### src/rtl/lcd_pattern_gen_if.sv
// LCD panel pin bundle: the generator drives it (master), the panel consumes it (slave).
interface lcd_pattern_gen_if;
  logic [7:0] lcd_r;
  logic [7:0] lcd_g;
  logic [7:0] lcd_b;
  logic       lcd_hsync;
  logic       lcd_vsync;
  logic       lcd_de;
  logic       lcd_dclk;
  logic       lcd_disp;

  modport master (
    output lcd_r, lcd_g, lcd_b, lcd_hsync, lcd_vsync, lcd_de, lcd_dclk, lcd_disp
  );

  modport slave (
    input lcd_r, lcd_g, lcd_b, lcd_hsync, lcd_vsync, lcd_de, lcd_dclk, lcd_disp
  );
endinterface

### src/rtl/lcd_pattern_gen.sv
// Parametrised RGB LCD timing + test-pattern generator (bars, grey ramp, checker, solid).
// Define LCD_SCROLL_EN to scroll the ramp and checker patterns by one pixel per frame.
module lcd_pattern_gen #(
  parameter int unsigned H_ACTIVE        = 800,
  parameter int unsigned H_FP            = 40,
  parameter int unsigned H_SYNC          = 128,
  parameter int unsigned H_BP            = 88,
  parameter int unsigned V_ACTIVE        = 480,
  parameter int unsigned V_FP            = 1,
  parameter int unsigned V_SYNC          = 3,
  parameter int unsigned V_BP            = 21,
  parameter int unsigned BAR_COUNT       = 8,
  parameter int unsigned CHECK_LOG2      = 5,
  parameter int unsigned SYNC_ACTIVE_LOW = 1
) (
  input  logic                     clk,
  input  logic                     rst_n,
  input  logic                     disp_en,
  input  logic [1:0]               mode,
  input  logic [23:0]              solid_rgb,
  lcd_pattern_gen_if.master        lcd,
  output logic [10:0]              pixel_x,
  output logic [9:0]               pixel_y,
  output logic                     frame_start,
  output logic [15:0]              frame_cnt
);

  localparam logic [11:0] H_LAST   = 12'(H_SYNC + H_BP + H_ACTIVE + H_FP - 1);
  localparam logic [11:0] H_SYN    = 12'(H_SYNC);
  localparam logic [11:0] H_BEG    = 12'(H_SYNC + H_BP);
  localparam logic [11:0] H_END    = 12'(H_SYNC + H_BP + H_ACTIVE);
  localparam logic [11:0] H_ALAST  = 12'(H_SYNC + H_BP + H_ACTIVE - 1);
  localparam logic [10:0] V_LAST   = 11'(V_SYNC + V_BP + V_ACTIVE + V_FP - 1);
  localparam logic [10:0] V_SYN    = 11'(V_SYNC);
  localparam logic [10:0] V_BEG    = 11'(V_SYNC + V_BP);
  localparam logic [10:0] V_END    = 11'(V_SYNC + V_BP + V_ACTIVE);
  localparam logic [11:0] BAR_W_M1 = 12'(H_ACTIVE / BAR_COUNT - 1);
  localparam logic [2:0]  BAR_LAST = 3'(BAR_COUNT - 1);
  localparam logic        SYNC_IDLE = (SYNC_ACTIVE_LOW != 0);

  typedef enum logic [1:0] {
    PAT_BARS  = 2'd0,
    PAT_RAMP  = 2'd1,
    PAT_CHECK = 2'd2,
    PAT_SOLID = 2'd3
  } pat_e;

  // Stage 0: timing counters and per-frame latched controls
  logic [11:0] h_cnt;
  logic [10:0] v_cnt;
  logic [11:0] bar_cnt;
  logic [2:0]  bar_idx;
  pat_e        mode_q;
  logic [23:0] solid_q;

  logic h_wrap, v_wrap, at_origin, h_act, v_act, de_c, hs_c, vs_c;
  logic [10:0] px_c, x_eff;
  logic [9:0]  py_c;
  logic [23:0] pat_rgb;

  assign h_wrap    = (h_cnt == H_LAST);
  assign v_wrap    = (v_cnt == V_LAST);
  assign at_origin = (h_cnt == '0) && (v_cnt == '0);
  assign h_act     = (h_cnt >= H_BEG) && (h_cnt < H_END);
  assign v_act     = (v_cnt >= V_BEG) && (v_cnt < V_END);
  assign de_c      = h_act && v_act;
  assign hs_c      = (h_cnt < H_SYN) ^ SYNC_IDLE;
  assign vs_c      = (v_cnt < V_SYN) ^ SYNC_IDLE;
  assign px_c      = de_c ? 11'(h_cnt - H_BEG) : '0;
  assign py_c      = de_c ? 10'(v_cnt - V_BEG) : '0;

  always_ff @(posedge clk or negedge rst_n) begin
    if (!rst_n) begin
      h_cnt       <= '0;
      v_cnt       <= '0;
      frame_start <= 1'b0;
      frame_cnt   <= '0;
      mode_q      <= PAT_BARS;
      solid_q     <= '0;
      bar_cnt     <= '0;
      bar_idx     <= '0;
    end else begin
      frame_start <= at_origin;
      if (at_origin) begin
        frame_cnt <= frame_cnt + 1'b1;
        mode_q    <= pat_e'(mode);
        solid_q   <= solid_rgb;
      end
      if (h_wrap) begin
        h_cnt <= '0;
        v_cnt <= v_wrap ? '0 : v_cnt + 1'b1;
      end else begin
        h_cnt <= h_cnt + 1'b1;
      end
      // Bar state tracks the current h_cnt; cleared outside the active span so
      // each line's first active pixel starts at bar 0.
      if (!h_act || (h_cnt == H_ALAST)) begin
        bar_cnt <= '0;
        bar_idx <= '0;
      end else if (bar_cnt == BAR_W_M1) begin
        bar_cnt <= '0;
        if (bar_idx != BAR_LAST) bar_idx <= bar_idx + 1'b1;
      end else begin
        bar_cnt <= bar_cnt + 1'b1;
      end
    end
  end

`ifdef LCD_SCROLL_EN
  logic [10:0] scroll, scroll_q;

  // scroll_q takes the pre-increment value, so the first frame is unscrolled.
  always_ff @(posedge clk or negedge rst_n) begin
    if (!rst_n) begin
      scroll   <= '0;
      scroll_q <= '0;
    end else if (at_origin) begin
      scroll   <= scroll + 1'b1;
      scroll_q <= scroll;
    end
  end

  assign x_eff = px_c + scroll_q;
`else
  assign x_eff = px_c;
`endif

  function automatic logic [23:0] bar_colour(input logic [2:0] idx);
    case (idx)
      3'd0:    return 24'hFFFFFF;
      3'd1:    return 24'hFFFF00;
      3'd2:    return 24'h00FFFF;
      3'd3:    return 24'h00FF00;
      3'd4:    return 24'hFF00FF;
      3'd5:    return 24'hFF0000;
      3'd6:    return 24'h0000FF;
      default: return 24'h000000;
    endcase
  endfunction

  // Stage 1: pattern compute
  always_comb begin
    pat_rgb = '0;
    case (mode_q)
      PAT_BARS:  pat_rgb = bar_colour(bar_idx);
      PAT_RAMP:  pat_rgb = {3{x_eff[7:0]}};
      PAT_CHECK: pat_rgb = (x_eff[CHECK_LOG2] ^ py_c[CHECK_LOG2]) ? '1 : '0;
      PAT_SOLID: pat_rgb = solid_q;
      default:   pat_rgb = '0;
    endcase
  end

  logic [23:0] s1_rgb, rgb_q;
  logic        s1_de, s1_hs, s1_vs, de_q, hs_q, vs_q, disp_q;
  logic [10:0] s1_x;
  logic [9:0]  s1_y;

  // Stage 1 and stage 2 registers; disp_en gates the final RGB register so the
  // blanking takes effect on the same edge as lcd_disp.
  always_ff @(posedge clk or negedge rst_n) begin
    if (!rst_n) begin
      s1_rgb  <= '0;
      s1_de   <= 1'b0;
      s1_hs   <= SYNC_IDLE;
      s1_vs   <= SYNC_IDLE;
      s1_x    <= '0;
      s1_y    <= '0;
      rgb_q   <= '0;
      de_q    <= 1'b0;
      hs_q    <= SYNC_IDLE;
      vs_q    <= SYNC_IDLE;
      disp_q  <= 1'b0;
      pixel_x <= '0;
      pixel_y <= '0;
    end else begin
      s1_rgb  <= de_c ? pat_rgb : '0;
      s1_de   <= de_c;
      s1_hs   <= hs_c;
      s1_vs   <= vs_c;
      s1_x    <= px_c;
      s1_y    <= py_c;
      rgb_q   <= disp_en ? s1_rgb : '0;
      de_q    <= s1_de;
      hs_q    <= s1_hs;
      vs_q    <= s1_vs;
      disp_q  <= disp_en;
      pixel_x <= s1_x;
      pixel_y <= s1_y;
    end
  end

  assign lcd.lcd_r     = rgb_q[23:16];
  assign lcd.lcd_g     = rgb_q[15:8];
  assign lcd.lcd_b     = rgb_q[7:0];
  assign lcd.lcd_hsync = hs_q;
  assign lcd.lcd_vsync = vs_q;
  assign lcd.lcd_de    = de_q;
  assign lcd.lcd_disp  = disp_q;
  assign lcd.lcd_dclk  = ~clk;

endmodule

### src/flat_wrapper.sv
// flat-port wrapper written by rule: the top's interface ports become plain ports
module lcd_pattern_gen_flat 
#(
  parameter int unsigned H_ACTIVE        = 800,
  parameter int unsigned H_FP            = 40,
  parameter int unsigned H_SYNC          = 128,
  parameter int unsigned H_BP            = 88,
  parameter int unsigned V_ACTIVE        = 480,
  parameter int unsigned V_FP            = 1,
  parameter int unsigned V_SYNC          = 3,
  parameter int unsigned V_BP            = 21,
  parameter int unsigned BAR_COUNT       = 8,
  parameter int unsigned CHECK_LOG2      = 5,
  parameter int unsigned SYNC_ACTIVE_LOW = 1
)
  (clk, rst_n, disp_en, mode, solid_rgb, pixel_x, pixel_y, frame_start, frame_cnt, lcd_lcd_r, lcd_lcd_g, lcd_lcd_b, lcd_lcd_hsync, lcd_lcd_vsync, lcd_lcd_de, lcd_lcd_dclk, lcd_lcd_disp);
  lcd_pattern_gen_if lcd_i ();
  input  logic clk;
  input  logic rst_n;
  input  logic disp_en;
  input  logic [1:0] mode;
  input  logic [23:0] solid_rgb;
  output logic [10:0] pixel_x;
  output logic [9:0] pixel_y;
  output logic frame_start;
  output logic [15:0] frame_cnt;
  output wire logic [$bits(lcd_i.lcd_r)-1:0] lcd_lcd_r;
  output wire logic [$bits(lcd_i.lcd_g)-1:0] lcd_lcd_g;
  output wire logic [$bits(lcd_i.lcd_b)-1:0] lcd_lcd_b;
  output wire logic [$bits(lcd_i.lcd_hsync)-1:0] lcd_lcd_hsync;
  output wire logic [$bits(lcd_i.lcd_vsync)-1:0] lcd_lcd_vsync;
  output wire logic [$bits(lcd_i.lcd_de)-1:0] lcd_lcd_de;
  output wire logic [$bits(lcd_i.lcd_dclk)-1:0] lcd_lcd_dclk;
  output wire logic [$bits(lcd_i.lcd_disp)-1:0] lcd_lcd_disp;
  assign lcd_lcd_r = lcd_i.lcd_r;
  assign lcd_lcd_g = lcd_i.lcd_g;
  assign lcd_lcd_b = lcd_i.lcd_b;
  assign lcd_lcd_hsync = lcd_i.lcd_hsync;
  assign lcd_lcd_vsync = lcd_i.lcd_vsync;
  assign lcd_lcd_de = lcd_i.lcd_de;
  assign lcd_lcd_dclk = lcd_i.lcd_dclk;
  assign lcd_lcd_disp = lcd_i.lcd_disp;
  lcd_pattern_gen #(.H_ACTIVE(H_ACTIVE), .H_FP(H_FP), .H_SYNC(H_SYNC), .H_BP(H_BP), .V_ACTIVE(V_ACTIVE), .V_FP(V_FP), .V_SYNC(V_SYNC), .V_BP(V_BP), .BAR_COUNT(BAR_COUNT), .CHECK_LOG2(CHECK_LOG2), .SYNC_ACTIVE_LOW(SYNC_ACTIVE_LOW)) u_core (.clk(clk), .rst_n(rst_n), .disp_en(disp_en), .mode(mode), .solid_rgb(solid_rgb), .lcd(lcd_i), .pixel_x(pixel_x), .pixel_y(pixel_y), .frame_start(frame_start), .frame_cnt(frame_cnt));
endmodule
### config.mk
export PLATFORM = sky130hd
export DESIGN_NAME = lcd_pattern_gen_flat
export DESIGN_NICKNAME = d
export VERILOG_FILES = /design/src/rtl/lcd_pattern_gen_if.sv /design/src/rtl/lcd_pattern_gen.sv /design/src/flat_wrapper.sv
export SDC_FILE = /design/constraint.sdc
export NUM_CORES = 1
export LEC_CHECK = 0
export ABC_AREA = 1
export BUFFER_PORTS_ARGS = -buffer_cell sky130_fd_sc_hd__buf_2
export CAP_MARGIN = 30
export CORE_MARGIN = 8
export CORE_UTILIZATION = 40
export CTS_CLUSTER_DIAMETER = 40
export DETAILED_ROUTE_END_ITERATION = 10
export PLACE_DENSITY = 0.63
export RECOVER_POWER = 100
export SYNTH_ARGS = -nofsm -noshare
export SYNTH_HDL_FRONTEND = slang
export SYNTH_SLANG_ARGS = --single-unit
### constraint.sdc
create_clock -name clk -period 3.65 [get_ports clk]
set_input_delay 0 -clock clk [delete_from_list [all_inputs] [get_ports clk]]
set_output_delay 0 -clock clk [all_outputs]
set_load 0.005 [all_outputs]
==> summary.txt, run 1 <==
Worst setup path
  – Reg2reg path depth: 11
  – Crit path from: clk
  – Critical Path AT: 2.91 ns
  – Worst EP required: 3.65 ns
  – CP startpoint kind: clock port
  – Critical path capture point type: output port
  – CP Class: clock port to output port
  – Reg2reg setup slack: 1.06 ns
  – CP Max Fanout: 16
  – CP endpoint: lcd_lcd_dclk
  – R2R Path End: u_core.s1_rgb[0]
  – Reg2reg start: u_core.v_cnt[3]

Hold path
  – Worst Hold Class: primary input to flop

Detailed routing
  – DR vias: 5695
  – Final WL: 17.0 mm
  – WL/cell: 14.3 um
  – Vias per std cell: 4.77
  – DRC violations left: 0
  – DR iter-0 viols: 377
  – Antenna Violating Nets Remaining: 0
  – TritonRoute pass-1 iters: 5

Placement
  – Placer Congestion: 0.899
  – I/O Buffers: 95
  – HPWL reported at the end of detailed placement: 11.8 mm
  – Pre-CTS setup slack: 1.38 ns

Power and ir drop
  – Reg power frac: 51.7%
  – Pint: 2970 uW
  – Psw: 894 uW
  – Leakage: 0.00474 uW
  – VDD IR-drop max: 265 uV
  – Sw Share: 23.1%
  – Clock Power Share: 44.8%
  – Comb power frac: 3.5%
  – Power Dens Cells: 428 nW/um^2

Clock tree
  – Num CTS Buffers: 17
  – H-tree depth: 4
  – Clock Latency Late Sink: 1.06 ns
  – Deepest clock path buffer count: 2
  – Resized Gates After CTS: 0
  – CTS Hold Bufs: 28
  – Worst-path clk slew: 0.09 ns
  – Setup Buffers After CTS: 0
  – CTS tree: built
  – Root buffer cell: clkbuf_16

Cells and area
  – Share of cells above drive strength 1: 9.93%
  – Layout area overhead: 19.3%
  – Final Core Density: 48.4%
  – Nets: 988

Global routing
  – Global-route usage over all layers: 14.7%
  – Antenna violations before repair: 2
  – Largest net degree at the start of global routing: 86
  – GR Overflow Total: 0
  – Global-route wire length before repair: 28.2 mm
  – Vias in the first global route: 5588

Logic synthesis
  – Synth Cell Area: 7570 um^2
  – Yosys warns: 0
  – Distinct cells, synth: 38
  – Sequential area share after synthesis: 58.9%
  – Average footprint of a synthesized cell: 9.30 um^2
  – Synth Instances: 814
  – Synthesized flop and latch total: 178

Floorplan
  – Chip width: 154 um
  – Die H: 154 um
  – Starting Density: 40.6%
  – IO Pins: 96
  – Row cnt: 50
  – Core Region: 18600 um^2
  – DIE AREA: 23600 um^2

STA
  – Hold Violations, Final: 26
  – Slew HR: -46.4%
  – RSZ-0062 raised after global routing: no
  – Final setup fails: 0
  – Post-Route Setup TNS: 0 ns
  – Post-route setup slack: 0.744 ns
  – Clock skew: 0.0132 ns
  – Hold_ws: -0.313 ns
  – Least-Margin Pin Slew: 2.20 ns
  – Max-slew violations: 86

Status
  – Outcome: complete, but fails checks
  – Violated checks: hold timing, capacitance limit, slew limit

Run
  – Max_cap viols: 1
how the worst min path moves through the flow:
stage,cells after the start,to,from,slack [ns]
floorplan,0,u_core.bar_cnt[0],rst_n,-0.30
global placement,1,u_core.pixel_y[1],rst_n,0.12
detailed placement,1,u_core.s1_y[1],rst_n,0.12
CTS,2,u_core.pixel_y[1],rst_n,0.23
global route,4,u_core.solid_q[19],solid_rgb[19],-0.35
finish,4,u_core.solid_q[2],solid_rgb[2],-0.31
power by group through the flow:
stage / sequential, uW / combinational [uW] / clock [uW]
CTS: 2000 / 141 / 1820
global route: 2000 / 156 / 1860
global placement: 2040 / 117 / 15.3
floorplan: 2030 / 44.7 / 6.27
finish: 2000 / 136 / 1730
detailed placement: 2040 / 116 / 15.3
layer usage:
metal | part of all wire (%) | wire length (um) | global-route usage [%] | vias up
li1 | - | - | - | 2831
met1 | 47 | 7950 | 19.2 | 2695
met2 | 46 | 7820 | 22.8 | 140
met3 | 5.2 | 883 | 3.95 | 29
met4 | 2.1 | 359 | 6.02 | 0
met5 | 0 | 0 | 0 | -
cell families after synthesis:
kind of cell    after synthesis  synth area share, %
compound gates               93                 6.74
xor+xnor                     35                 4.05
flops                       178                 58.9
fa+ha+maj                    15                 2.48
simple gates                347                 20.3
other cells                   1               0.0495
buf+inv                     145                 7.44
cell type report:
class / count / area (um^2)
fill: 1762 / 9610
clock buffer: 21 / 432
tap: 234 / 293
inverter: 126 / 473
multi-input combinational: 492 / 2530
antenna: 2 / 5.00
clock inverter: 13 / 126
sequential: 178 / 4460
timing repair buffer: 127 / 709
flip-flops by register name (all words and copies together) (netlist names), 2 cells and up:
name              flops
u_core.s1_y          10
u_core.v_cnt         11
u_core.solid_q       24
u_core.bar_cnt       12
u_core.bar_idx        3
u_core.s1_rgb        24
u_core.h_cnt         12
u_core.mode_q         2
u_core.rgb_q         24
u_core.s1_x          11
u_core.pixel_y       10
u_core.pixel_x       11
u_core.frame_cnt     16
critical path: stages:
cell and delay [ns]:
clkbuf_2 0.53, clkbuf_16 0.40, inv_1 0.05, buf_2 0.10
placed cells by master (no fill, tap or decap), types with 2 or more instances in the layout:
master         instances
xor2_1                27
nor3_1                21
nor4_1                 7
dfrtp_1              174
inv_2                  4
a21oi_1               51
dlygate4sd3_1         28
diode_2                2
clkbuf_1              58
xnor2_1                8
clkbuf_2               3
nand3_1               33
buf_4                  2
o31ai_1                2
ha_1                  15
nor2_1                96
buf_2                 39
nor2_2                 2
nand2_1              153
inv_8                  2
o21ai_0               32
a31oi_1                3
nand3_4                2
nor3b_1                3
inv_6                  2
nand4_1               19
dfstp_2                4
or2_2                  4
nand3b_1               2
clkbuf_16             16
conb_1                 2
inv_1                121
clkinv_1               2
clkinv_4               4
metrics by stage:
stage | instance area [um^2] | std cells | hold slack (ns) | power (uW)
finish | 9030 | 1193 | -0.313 | 3860
global route | 9030 | 1193 | -0.346 | 4010
CTS | 9150 | 1191 | 0.225 | 3950
detailed placement | 8300 | 1131 | 0.120 | 2170
global placement | 8290 | 1130 | 0.117 | 2170
floorplan | 7570 | 815 | -0.296 | 2080
synth_stat cells:
library cell | instances | area share [%]
a31oi_4 | 1 | 0.28
conb_1 | 1 | 0.050
buf_2 | 3 | 0.20
nand2_1 | 152 | 7.5
xor2_1 | 27 | 3.1
a21oi_4 | 1 | 0.21
nor3_1 | 21 | 1.4
clkbuf_1 | 12 | 0.60
inv_1 | 121 | 6.0
nand2_4 | 2 | 0.30
ha_1 | 15 | 2.5
nand3b_1 | 2 | 0.20
a31oi_1 | 3 | 0.25
nand3_1 | 33 | 2.2
nor2_2 | 2 | 0.17
buf_1 | 1 | 0.050
nor2_1 | 95 | 4.7
nor4_1 | 7 | 0.58
dfrtp_1 | 174 | 58
a21oi_1 | 51 | 3.4
dfstp_2 | 4 | 1.4
nand4_1 | 19 | 1.6
nor3b_1 | 3 | 0.30
buf_6 | 2 | 0.30
xnor2_1 | 8 | 0.93
o31ai_1 | 2 | 0.20
clkinv_1 | 1 | 0.050
o21ai_0 | 32 | 2.1
o21a_1 | 1 | 0.099
o211ai_1 | 1 | 0.099
nand3_4 | 2 | 0.46
a221oi_1 | 1 | 0.12
nand2_2 | 1 | 0.083
or2_2 | 4 | 0.33
and3_1 | 1 | 0.083
nand3_2 | 1 | 0.13
nor2_4 | 2 | 0.30
inv_2 | 5 | 0.25
Note: power is estimated with default switching activity, not from simulation.
==> run 2: changes to the inputs <==
==> constraint.sdc (replaced) <==
create_clock -name clk -period 2.9 [get_ports clk]
set_input_delay 0 -clock clk [delete_from_list [all_inputs] [get_ports clk]]
set_output_delay 0 -clock clk [all_outputs]
set_load 0.005 [all_outputs]
==> run 2 against run 1 <==
Compared with the run above:
- the flow still finishes with violations (hold timing, capacitance limit, slew limit)
- first-iteration DRC count is 16% higher
- via count is 2.8% lower
- die area stayed put
- total power is 24% higher
- register-to-register slack worse by 0.51 ns
- utilization hardly changed
- worst hold slack better by 0.0067 ns
- clock power is 22% higher
==> summary.txt, run 2 (synthesis results as in run 1) <==
STA
  – Least-Margin Pin Slew: 1.95 ns (-0.250 ns)
  – Hold_ws: -0.306 ns (+0.00675 ns)
  – Final setup fails: 0 (unchanged)
  – Post-route setup slack: 0.381 ns (-0.362 ns)
  – Clock skew: 0.0171 ns (+0.00385 ns)
  – Max-slew violations: 77 (-10%)
  – RSZ-0062 raised after global routing: no
  – Post-Route Setup TNS: 0 ns (unchanged)
  – Hold Violations, Final: 26 (unchanged)
  – Slew HR: -29.7% (+17 points)

Worst setup path
  – CP Class: clock port to output port
  – Critical path capture point type: output port
  – Reg2reg path depth: 11 (unchanged)
  – CP Cell Sequence: clkbuf_2, clkbuf_16, inv_1, buf_2
  – Max incr delay on CP: 0.52 ns (about the same)
  – Crit-path slowest cell: clkbuf_2
  – Reg2reg start: u_core.v_cnt[3]
  – Critical Path AT: 2.52 ns (-0.39 ns)
  – Worst EP required: 2.90 ns (-0.75 ns)
  – Reg2reg setup slack: 0.55 ns (-0.51 ns)
  – R2R Path End: u_core.s1_rgb[18]
  – CP Max Fanout: 16 (unchanged)
  – CP startpoint kind: clock port

Placement
  – I/O Buffers: 95 (unchanged)
  – HPWL reported at the end of detailed placement: 11.7 mm (-1.3%)
  – Placer Congestion: 0.873 (-2.8%)
  – DP Area: 8300 um^2 (about the same)
  – Pre-CTS setup slack: 0.580 ns (-0.803 ns)

Clock tree
  – Worst-path clk slew: 0.09 ns (about the same)
  – Clock Latency Late Sink: 1.05 ns (about the same)
  – Root buffer cell: clkbuf_16
  – CTS Hold Bufs: 28 (unchanged)
  – Resized Gates After CTS: 0 (unchanged)
  – Num CTS Buffers: 17 (unchanged)
  – CTS tree: built
  – Setup Buffers After CTS: 0 (unchanged)
  – H-tree depth: 4 (unchanged)
  – Deepest clock path buffer count: 2 (unchanged)

Cells and area
  – Storage cell area: 4460 um^2 (unchanged)
  – Footprint of the multi-input gates: 2540 um^2 (+0.30%)
  – Non-Filler Cell Area, Final: 9040 um^2 (about the same)
  – Largest regs: u_core.rgb_q: 24 flops, u_core.s1_rgb: 24 flops, u_core.solid_q: 24 flops
  – Share of cells above drive strength 1: 9.94% (+0.010 points)
  – Most common cell after layout, fill and taps aside: dfrtp_1
  – Fillers: 1790 (+1.6%)
  – Nets: 987 (-0.10%)
  – Most frequent cells in the layout: dfrtp_1, nand2_1, inv_1, nor2_1, clkbuf_1
  – Layout area overhead: 19.4% (about the same)
  – Final Core Density: 48.5% (about the same)

Status
  – Outcome: complete, but fails checks
  – Violated checks: hold timing, capacitance limit, slew limit

Floorplan
  – Chip width: 154 um (unchanged)
  – DIE AREA: 23600 um^2 (unchanged)
  – Die H: 154 um (unchanged)
  – IO Pins: 96 (unchanged)
  – Starting Density: 40.6% (unchanged)
  – Row cnt: 50 (unchanged)
  – Core Region: 18600 um^2 (unchanged)

Run
  – Max_cap viols: 1 (unchanged)

Detailed routing
  – Met1 wire length: 7.88 mm (-0.81%)
  – Wire length on met3: 739 um (-16%)
  – DRC violations left: 0 (unchanged)
  – Routed wl met2: 7.61 mm (-2.6%)
  – Top sig layer: met4
  – Vias per std cell: 4.65 (-2.6%)
  – Antenna Violating Nets Remaining: 0 (unchanged)
  – TritonRoute pass-1 iters: 5 (unchanged)
  – WL/cell: 14.0 um (-2.1%)
  – Final WL: 16.6 mm (-2.3%)
  – DR iter-0 viols: 439 (+16%)
  – DR vias: 5537 (-2.8%)

Global routing
  – Vias in the first global route: 5515 (-1.3%)
  – GR Overflow Total: 0 (unchanged)
  – Global-route usage over all layers: 14.6% (-0.093 points)
  – Largest net degree at the start of global routing: 78 (-9.3%)
  – Antenna violations before repair: 1 (-1)
  – Global-route wire length before repair: 27.8 mm (-1.3%)

Power and ir drop
  – Leakage: 0.00473 uW (-0.20%)
  – Total Power: 4790 uW (+24%)
  – Power Dens Cells: 530 nW/um^2 (+24%)
  – VDD IR-drop max: 342 uV (+29%)

Hold path
  – Hold-critical path depth: 4 (unchanged)
  – Beginning of the worst hold path: solid_rgb[21]
  – Hold Path End: u_core.solid_q[21]
  – Worst Hold Class: primary input to flop
==> run 2: worst max path at each step <==
stage / from / endpoint
2_1_floorplan: u_core.v_cnt[4] / u_core.s1_rgb[18]
3_3_place_gp: u_core.v_cnt[3] / u_core.s1_rgb[2]
3_5_place_dp: u_core.v_cnt[3] / u_core.s1_rgb[18]
4_1_cts: u_core.v_cnt[3] / u_core.s1_rgb[18]
5_1_grt: u_core.v_cnt[3] / u_core.s1_rgb[19]
6_report: clk / lcd_lcd_dclk
==> run 2: layout make-up <==
type / instances / share of cell area, %
Timing Repair Buffer: 126 / 7.99
Antenna cell: 1 / 0.0277
Clock inverter: 12 / 1.12
Multi-Input combinational cell: 492 / 28.1
Tap cell: 234 / 3.24
Sequential cell: 178 / 49.3
Clock buffer: 22 / 4.93
Inverter: 126 / 5.23
==> run 2: through the flow <==
stage,cells,hold WS (ns)
after global placement,1130,0.0950
final,1191,-0.306
after floorplan,815,-0.296
after detailed placement,1130,0.0946
after CTS,1190,0.196
after global routing,1191,-0.331
==> run 2: layer usage <==
layer | vias to the layer above | track usage, %
met5 | - | 0
met4 | 0 | 6.49
met3 | 29 | 3.42
met2 | 130 | 22.3
met1 | 2558 | 19.6
li1 | 2820 | -
==> run 2: power breakdown <==
| group | internal, uW | leakage, uW | total (uW) | switching, uW |
|---|---|---|---|---|
| registers | 2500 | 0.00238 | 2510 | 8.39 |
| clock network | 1110 | 0.000265 | 2110 | 996 |
| logic | 64.1 | 0.00208 | 176 | 112 |
| total | 3680 | 0.00473 | 4790 | 1120 |
==> run 2: worst max-delay path, delay by kind of cell <==
family                 cells  cell delay [ns]
buffers and inverters      4             1.06
